File: config.mk
export PLATFORM = sky130hd
export DESIGN_NAME = load_store_unit
export DESIGN_NICKNAME = d
export VERILOG_FILES = /design/src/rtl/load_store_unit.sv
export SDC_FILE = /design/constraint.sdc
export NUM_CORES = 1
export LEC_CHECK = 0
export CORE_MARGIN = 5
export CORE_UTILIZATION = 30
export CTS_BUF_LIST = sky130_fd_sc_hd__clkbuf_2 sky130_fd_sc_hd__clkbuf_4 sky130_fd_sc_hd__clkbuf_8
export CTS_CLUSTER_SIZE = 12
export DETAILED_ROUTE_END_ITERATION = 10
export PLACE_DENSITY = 0.68
export REMOVE_ABC_BUFFERS = 1
export SLEW_MARGIN = 10
export SYNTH_ARGS = -nofsm -noshare
export SYNTH_HDL_FRONTEND = slang
export SYNTH_SLANG_ARGS = --single-unit
export TNS_END_PERCENT = 10
File: constraint.sdc
create_clock -name clk -period 2.2 [get_ports clk]
set_input_delay 0.44 -clock clk [delete_from_list [all_inputs] [get_ports clk]]
set_output_delay 0.44 -clock clk [all_outputs]
set_load 0.02 [all_outputs]
File: src/rtl/load_store_unit.sv
// Memory-stage load/store unit: RISC-V byte/half/word loads and stores on a word-only RAM port.
// Sub-word stores are read-modify-write; bad requests and read timeouts return an error response.
module load_store_unit #(
    parameter logic [1:0] MEM_DISABLE   = 2'b00,
    parameter logic [1:0] MEM_READ_SEXT = 2'b01,
    parameter logic [1:0] MEM_READ_ZEXT = 2'b10,
    parameter logic [1:0] MEM_WRITE     = 2'b11,
    parameter int         TIMEOUT       = 16
) (
    input  logic        clk,
    input  logic        reset,
    input  logic        req_valid,
    output logic        req_ready,
    input  logic        req_store,
    input  logic [2:0]  req_funct3,
    input  logic [31:0] req_addr,
    input  logic [31:0] req_wdata,
    output logic        resp_valid,
    output logic [31:0] resp_rdata,
    output logic        resp_err,
    output logic [1:0]  memOp,
    output logic [31:0] addrB,
    output logic [31:0] dinB,
    input  logic [31:0] doutB,
    input  logic        bValid,
    input  logic        NOTready
);

    localparam int CNT_W = $clog2(TIMEOUT + 1);

    typedef enum logic [2:0] {
        S_IDLE  = 3'd0,
        S_READ  = 3'd1,
        S_WAIT  = 3'd2,
        S_WRITE = 3'd3,
        S_RESP  = 3'd4
    } state_t;

    state_t             r_state, w_state;
    logic               r_store, w_store;
    logic [2:0]         r_funct3, w_funct3;
    logic [1:0]         r_addr_lo, w_addr_lo;
    logic [31:0]        r_wdata, w_wdata;
    logic [CNT_W-1:0]   r_cnt, w_cnt;
    logic [1:0]         r_mem_op, w_mem_op;
    logic [31:0]        r_addr_b, w_addr_b;
    logic [31:0]        r_din_b, w_din_b;
    logic               r_resp_valid, w_resp_valid;
    logic [31:0]        r_resp_rdata, w_resp_rdata;
    logic               r_resp_err, w_resp_err;
    logic               r_req_ready, w_req_ready;

    function automatic logic req_bad(input logic st, input logic [2:0] f3, input logic [1:0] lo);
        logic illegal;
        logic misal;
        if (st) begin
            illegal = (f3 != 3'b000) && (f3 != 3'b001) && (f3 != 3'b010);
        end else begin
            illegal = (f3 == 3'b011) || (f3 == 3'b110) || (f3 == 3'b111);
        end
        misal = ((f3[1:0] == 2'b01) && lo[0]) || ((f3 == 3'b010) && (lo != 2'b00));
        return illegal || misal;
    endfunction

    function automatic logic [31:0] load_extract(input logic [31:0] word, input logic [2:0] f3,
                                                 input logic [1:0] lo);
        logic [31:0] shifted;
        logic [7:0]  b;
        logic [15:0] h;
        logic [31:0] res;
        shifted = word >> {lo, 3'b000};
        b       = shifted[7:0];
        h       = lo[1] ? word[31:16] : word[15:0];
        case (f3)
            3'b000:  res = {{24{b[7]}}, b};
            3'b001:  res = {{16{h[15]}}, h};
            3'b010:  res = word;
            3'b100:  res = {24'h00_0000, b};
            3'b101:  res = {16'h0000, h};
            default: res = 32'h0000_0000;
        endcase
        return res;
    endfunction

    // Only the addressed lane changes; every other bit is the word just read back.
    function automatic logic [31:0] store_merge(input logic [31:0] word, input logic [31:0] wd,
                                                input logic [2:0] f3, input logic [1:0] lo);
        logic [4:0]  sh;
        logic [31:0] res;
        sh = {lo, 3'b000};
        case (f3)
            3'b000:  res = (word & ~(32'h0000_00FF << sh)) | ({24'h00_0000, wd[7:0]} << sh);
            3'b001:  res = lo[1] ? {wd[15:0], word[15:0]} : {word[31:16], wd[15:0]};
            default: res = wd;
        endcase
        return res;
    endfunction

    // Next-state and next-output logic; every output is registered from these values.
    always_comb begin
        w_state      = r_state;
        w_store      = r_store;
        w_funct3     = r_funct3;
        w_addr_lo    = r_addr_lo;
        w_wdata      = r_wdata;
        w_cnt        = r_cnt;
        w_addr_b     = r_addr_b;
        w_din_b      = r_din_b;
        w_resp_rdata = r_resp_rdata;
        w_resp_err   = r_resp_err;
        w_mem_op     = MEM_DISABLE;
        w_resp_valid = 1'b0;
        w_req_ready  = 1'b0;

        case (r_state)
            S_IDLE: begin
                if (req_valid) begin
                    w_store   = req_store;
                    w_funct3  = req_funct3;
                    w_addr_lo = req_addr[1:0];
                    w_wdata   = req_wdata;
                    if (req_bad(req_store, req_funct3, req_addr[1:0])) begin
                        w_state      = S_RESP;
                        w_resp_err   = 1'b1;
                        w_resp_rdata = 32'h0000_0000;
                    end else begin
                        w_addr_b = {req_addr[31:2], 2'b00};
                        if (req_store && (req_funct3 == 3'b010)) begin
                            w_din_b = req_wdata;
                            w_state = S_WRITE;
                        end else begin
                            w_state = S_READ;
                        end
                    end
                end else begin
                    w_state = S_IDLE;
                end
            end
            S_READ: begin
                if (!NOTready) begin
                    w_state = S_WAIT;
                    w_cnt   = {CNT_W{1'b0}};
                end else begin
                    w_state = S_READ;
                end
            end
            S_WAIT: begin
                if (bValid) begin
                    if (r_store) begin
                        w_din_b = store_merge(doutB, r_wdata, r_funct3, r_addr_lo);
                        w_state = S_WRITE;
                    end else begin
                        w_resp_rdata = load_extract(doutB, r_funct3, r_addr_lo);
                        w_resp_err   = 1'b0;
                        w_state      = S_RESP;
                    end
                end else if (r_cnt == CNT_W'(TIMEOUT)) begin
                    w_resp_rdata = 32'h0000_0000;
                    w_resp_err   = 1'b1;
                    w_state      = S_RESP;
                end else begin
                    w_cnt = r_cnt + {{(CNT_W-1){1'b0}}, 1'b1};
                end
            end
            S_WRITE: begin
                if (!NOTready) begin
                    w_resp_rdata = 32'h0000_0000;
                    w_resp_err   = 1'b0;
                    w_state      = S_RESP;
                end else begin
                    w_state = S_WRITE;
                end
            end
            S_RESP: begin
                w_state = S_IDLE;
            end
            default: begin
                w_state = S_IDLE;
            end
        endcase

        case (w_state)
            S_READ:  w_mem_op = w_funct3[2] ? MEM_READ_ZEXT : MEM_READ_SEXT;
            S_WRITE: w_mem_op = MEM_WRITE;
            default: w_mem_op = MEM_DISABLE;
        endcase
        w_resp_valid = (w_state == S_RESP);
        w_req_ready  = (w_state == S_IDLE);
    end

    // State and output registers with synchronous active-low reset.
    always_ff @(posedge clk) begin
        if (!reset) begin
            r_state      <= S_IDLE;
            r_store      <= 1'b0;
            r_funct3     <= 3'b000;
            r_addr_lo    <= 2'b00;
            r_wdata      <= 32'h0000_0000;
            r_cnt        <= {CNT_W{1'b0}};
            r_mem_op     <= MEM_DISABLE;
            r_addr_b     <= 32'h0000_0000;
            r_din_b      <= 32'h0000_0000;
            r_resp_valid <= 1'b0;
            r_resp_rdata <= 32'h0000_0000;
            r_resp_err   <= 1'b0;
            r_req_ready  <= 1'b0;
        end else begin
            r_state      <= w_state;
            r_store      <= w_store;
            r_funct3     <= w_funct3;
            r_addr_lo    <= w_addr_lo;
            r_wdata      <= w_wdata;
            r_cnt        <= w_cnt;
            r_mem_op     <= w_mem_op;
            r_addr_b     <= w_addr_b;
            r_din_b      <= w_din_b;
            r_resp_valid <= w_resp_valid;
            r_resp_rdata <= w_resp_rdata;
            r_resp_err   <= w_resp_err;
            r_req_ready  <= w_req_ready;
        end
    end

    assign req_ready  = r_req_ready;
    assign resp_valid = r_resp_valid;
    assign resp_rdata = r_resp_rdata;
    assign resp_err   = r_resp_err;
    assign memOp      = r_mem_op;
    assign addrB      = r_addr_b;
    assign dinB       = r_din_b;

endmodule

# ---- Word-level counts from Yosys, hierarchy flattened
# Index checks and enable logic that the tools add are counted.
dict set report classes {
  eq_ne 30
  reduce_logical 22
  mux 44
  add_sub_neg 1
  bitwise_logic 4
  shifts 3
}
# cell count
set ops {}
lappend ops {{32-bit two-way mux} 12}
lappend ops {{32-bit case mux with 5 select lines} 1}
lappend ops {{32-bit case mux with 2 select lines} 2}
lappend ops {{32-bit case mux with 3 select lines} 1}
lappend ops {{32-bit bitwise AND} 1}
lappend ops {{32-bit NOT} 1}
lappend ops {{32-bit OR} 1}
lappend ops {{8-bit by 5-bit left shift with 32-bit output} 1}
lappend ops {{8-bit by 5-bit left shift with 32-bit output, first input constant} 1}
lappend ops {{32-bit by 5-bit right shift with 8-bit output} 1}
lappend ops {{3-bit two-way mux} 8}
lappend ops {{2-bit != test, second input constant} 10}
lappend ops {{3-bit by 2-bit == test with 1-bit output, second input constant} 6}
lappend ops {{16-bit two-way mux} 1}
lappend ops {{3-bit == test, second input constant} 5}
lappend ops {{5-bit two-way mux} 3}
lappend ops {{3-bit case mux with 4 select lines} 1}
lappend ops {{6-bit AND reduction} 2}
lappend ops {{5-bit case mux with 2 select lines} 1}
lappend ops {{3-bit by 1-bit == test with 1-bit output, second input constant} 3}
lappend ops {{3-bit zero test} 3}
lappend ops {{1-bit two-way mux} 9}
lappend ops {{2-bit two-way mux} 3}
lappend ops {{3-bit != test, second input constant} 2}
lappend ops {{other kinds (15)} 25}
dict set report word_totals {
  output_inout_bits 101
  elab_cells 118
  in_bits 105
  regBits 145
}

# ---- Logic depth before layout (Yosys ltp)
dict set report logic_depth {
  word_depth 12
  mapped_depth 9
  mapped_depth_nobuf 7
}

# ---- Worst setup path after synthesis
# No wires, ideal clock.
dict set report synth_timing {
  path_type {reg-to-reg}
  from {reg r_cnt[0]}
  to {reg r_resp_rdata[14] (netlist: resp_rdata[14])}
  stages_incl_launch_ff 10
  arrival_ns 1.954
  slack_ns 0.145
  setup_ns 0.101
  period_less_slack_ns 2.055
  path_cell_list {dfxtp_1 > inv_1 > ha_1 > nor4bb_1 > or2_0 > a222oi_1 > buf_2 > buf_2 > nand3_1 > o41ai_1}
}
dict set report synth_between {
  elab_chain_len 3
}
# item line_no
set synth_rtl {}
lappend synth_rtl {{start, declared} 44} ;# logic [CNT_W-1:0] r_cnt, w_cnt;
lappend synth_rtl {{start signal, assigned} 199} ;# r_cnt <= {CNT_W{1'b0}};
lappend synth_rtl {{start signal, assigned} 213} ;# r_cnt <= w_cnt;
lappend synth_rtl {{5-bit == test} 157} ;# end else if (r_cnt == CNT_W'(TIMEOUT)) begin
lappend synth_rtl {{3-bit != test (no line)} -}
lappend synth_rtl {{6-bit AND reduction (no line)} -}
lappend synth_rtl {{end signal, assigned} 218} ;# r_resp_rdata <= w_resp_rdata;
lappend synth_rtl {{end, declared} 49} ;# logic [31:0] r_resp_rdata, w_resp_rdata;
# No other way between the ends.
# A chain may end at the register's enable or synchronous reset.

# ---- Worst setup path in the final report
dict set report layout_timing {
  from {reg r_cnt[0]}
  to {reg r_resp_rdata[25] (netlist: resp_rdata[25])}
}
# Same word-level chain as after synthesis.

==> results.txt <==
Status = completed
Worst Path Max Fanout = 28
Via count = 6966
Post-synthesis adder-cell area fraction = 0.359%
Synth unique cells = 54
Top_reg_cell synth = dfxtp_1
Asr flop ratio synth = 0%
Crit path time final = 2.09 ns
Largest net degree at the start of global routing = 71
Pins Over Slew Limit = 0
Pleak = 3.74 nW
Post-DR wirelength/cell = 17.8 um
IO Pins = 206
WP data required = 2.55 ns
Pre-antenna DRT Iters = 5
Final Total Pwr = 6.22 mW
Setup crit start kind = register
Maximum vdd ir drop = 0.368 mV
Layout Skew = 0.0130 ns
Worst r2r path cells = 9
Crit share post-route = 95.0%
Syn_area_per_cell = 8.41 um2
First-pass GRT wire length = 37200 um
Sequential area share after synthesis = 41.7%
Max-cap violations = 0
Initial Utilization = 30.6%
Clock buffer depth = 2
Seq. cell area = 2900 um2
Core area = 22800 um2
Hold WC Path Type = in -> reg
Global route overflow = 0
Row count = 55
EDFF count, synth = 0
Die ar. = 26400 um2
Yosys reg bits = 145
Clk sinks = 145
Final hold violation count = 0
Main combinational cell family by area after synthesis = compound AO/OA/AOI/OAI gates
H-tree Lvls = 4
Gpl congestion = 0.896
FILL cells = 2240
Power per cell area = 615 nW/um2
Synth area leaders = dfxtp_1, nand2_1, a21boi_0
DRC Markers = 0
Compound-Gate Fraction of Synth Area = 28.6%
Syn. warnings = 0
Post-synthesis mux area share = 6.34%
CTS Buf Count = 17
Tightest Pin Transition = 0.663 ns
Die Ht = 162 um
Crit Path Category = reg -> reg
Post-synthesis xor/xnor area fraction = 0.503%
Worst setup margin = 0.111 ns
Slew HR = 55.8%
CTS tree = done
Clock-pin slew on the worst setup and hold paths = 0.08 ns
Syn Std Cell Area = 6960 um2
Area growth syn-to-layout = 45.4%
Initial antenna violation count = 1
Cells after Synth = 828
# nets final = 1149
Post-Synth Simple-Gate Area = 17.9%
DRT iter0 DRCs = 521
# hold bufs at CTS = 0
CTS resizes = 0
RSZ-0062 raised after global routing = false
Setup violators final = 0
Area of the multi-input gates = 3760 um2
Fmax = 0.479 GHz
Port Buf Inserts = 203
Vias/cell = 5.08
Synth top area share = 41.7%
DP Worst Slack = -0.244 ns
Root Driver = clkbuf_8
Vias in the first global route = 6623
Hold path cells = 3
Chip Width = 162 um
Dominant cell type by area after synthesis = dfxtp_1
Detailed placer's ending HPWL = 18100 um
Arrival time at the worst endpoint = 2.43 ns
Antenna viol nets, final = 0
Worst-skew pair later-pin latency = 0.45 ns
Post-CTS Setup Inserts = 0
GRT Resource Usage Total = 17.9%
WL final = 24400 um
Critical Path Sink Type = register
Share of layout cells above drive strength 1 = 11.2%
## worst max-delay path, stage by stage (launching register included)
cell and delay (ns):
dfxtp_1 0.40, inv_1 0.06, ha_1 0.19, nor4bb_1 0.15, or2_0 0.22, a222oi_1 0.30, buf_4 0.22, buf_12 0.17
a21oi_1 0.06, a32o_1 0.21
## cell usage in the layout, fill, tap and decap left out, types with 19 or more instances in the layout
master,netlist,final
nand2_1,182,182
a32o_1,23,23
buf_4,2,55
dfxtp_1,145,145
clkbuf_8,0,19
mux2i_1,34,34
o21ai_0,39,38
a21boi_0,67,67
clkdlybuf4s50_1,0,202
nand3_1,19,19
a21oi_1,40,40
## report_power, final
group	internal [mW]	switching, mW
Combinational	0.609	0.671
Clock	1.08	1.07
Sequential	2.71	0.0708
## area by class of cell
cell class / count / share of cell area [%]
Clock buffer: 20 / 2.66
Tap cell: 313 / 3.87
Sequential cell: 145 / 28.7
Multi-Input combinational cell: 605 / 37.2
Clock inverter: 12 / 1.31
Timing Repair Buffer: 268 / 26.1
Inverter: 5 / 0.185
Antenna cell: 2 / 0.0494
## routing by layer
layer	part of all wire, %	vias up	track usage (%)
met5	0	-	0
met1	44	3241	23.3
met3	9.2	27	6.00
met2	45	280	28.4
met4	1.7	0	4.73
li1	-	3418	-
## path summary, 6_finish.rpt
| check | from | to | slack [ns] |
|---|---|---|---|
| min | reset | resp_rdata[14] | 0.43 |
| max reg2reg | r_cnt[0] | resp_rdata[25] | 0.11 |
| min reg2reg | addrB[12] | addrB[12] | 0.47 |
| max | r_cnt[0] | resp_rdata[25] | 0.11 |
## cell usage after synthesis, drive strengths merged (16+ instances only)
cell type  count
nor2b         17
nand2        182
nand3         19
a21boi        67
clkbuf        59
o2bb2ai       16
a21oi         40
dfxtp        145
o21ai         41
nor2          19
a32o          23
a211oi        16
mux2i         34
## registers in the layout, indices dropped and copies added (netlist names)
name and count:
dinB 32, r_wdata 32, resp_rdata 32, addrB 30, r_cnt 5, r_funct3 3, r_state 3, memOp 2
r_addr_lo 2, r_store 1, req_ready 1, resp_err 1, resp_valid 1
## metrics by stage
step / hold slack (ns) / TNS (ns) / cells / util [%] / instance area [um2]
6_report: 0.431 / 0 / 1370 / 44.4 / 10100
5_1_grt: 0.421 / 0 / 1369 / 44.4 / 10100
4_1_cts: 0.404 / 0 / 1368 / 44.4 / 10100
3_5_place_dp: 0.449 / -11.86 / 1336 / 42.7 / 9720
3_3_place_gp: 0.449 / -11.83 / 1336 / 42.7 / 9720
2_1_floorplan: 0.440 / -170.67 / 755 / - / 6670
## cells by family after synthesis
family                   Yosys count
XOR/XNOR                           4
other                              1
flip-flops                       145
multiplexers                      43
buffers and inverters             79
AND/OR/NAND/NOR                  277
adder cells (fa/ha/maj)            2
AO/OA/AOI/OAI                    277
(Power assumes the default switching activity.)
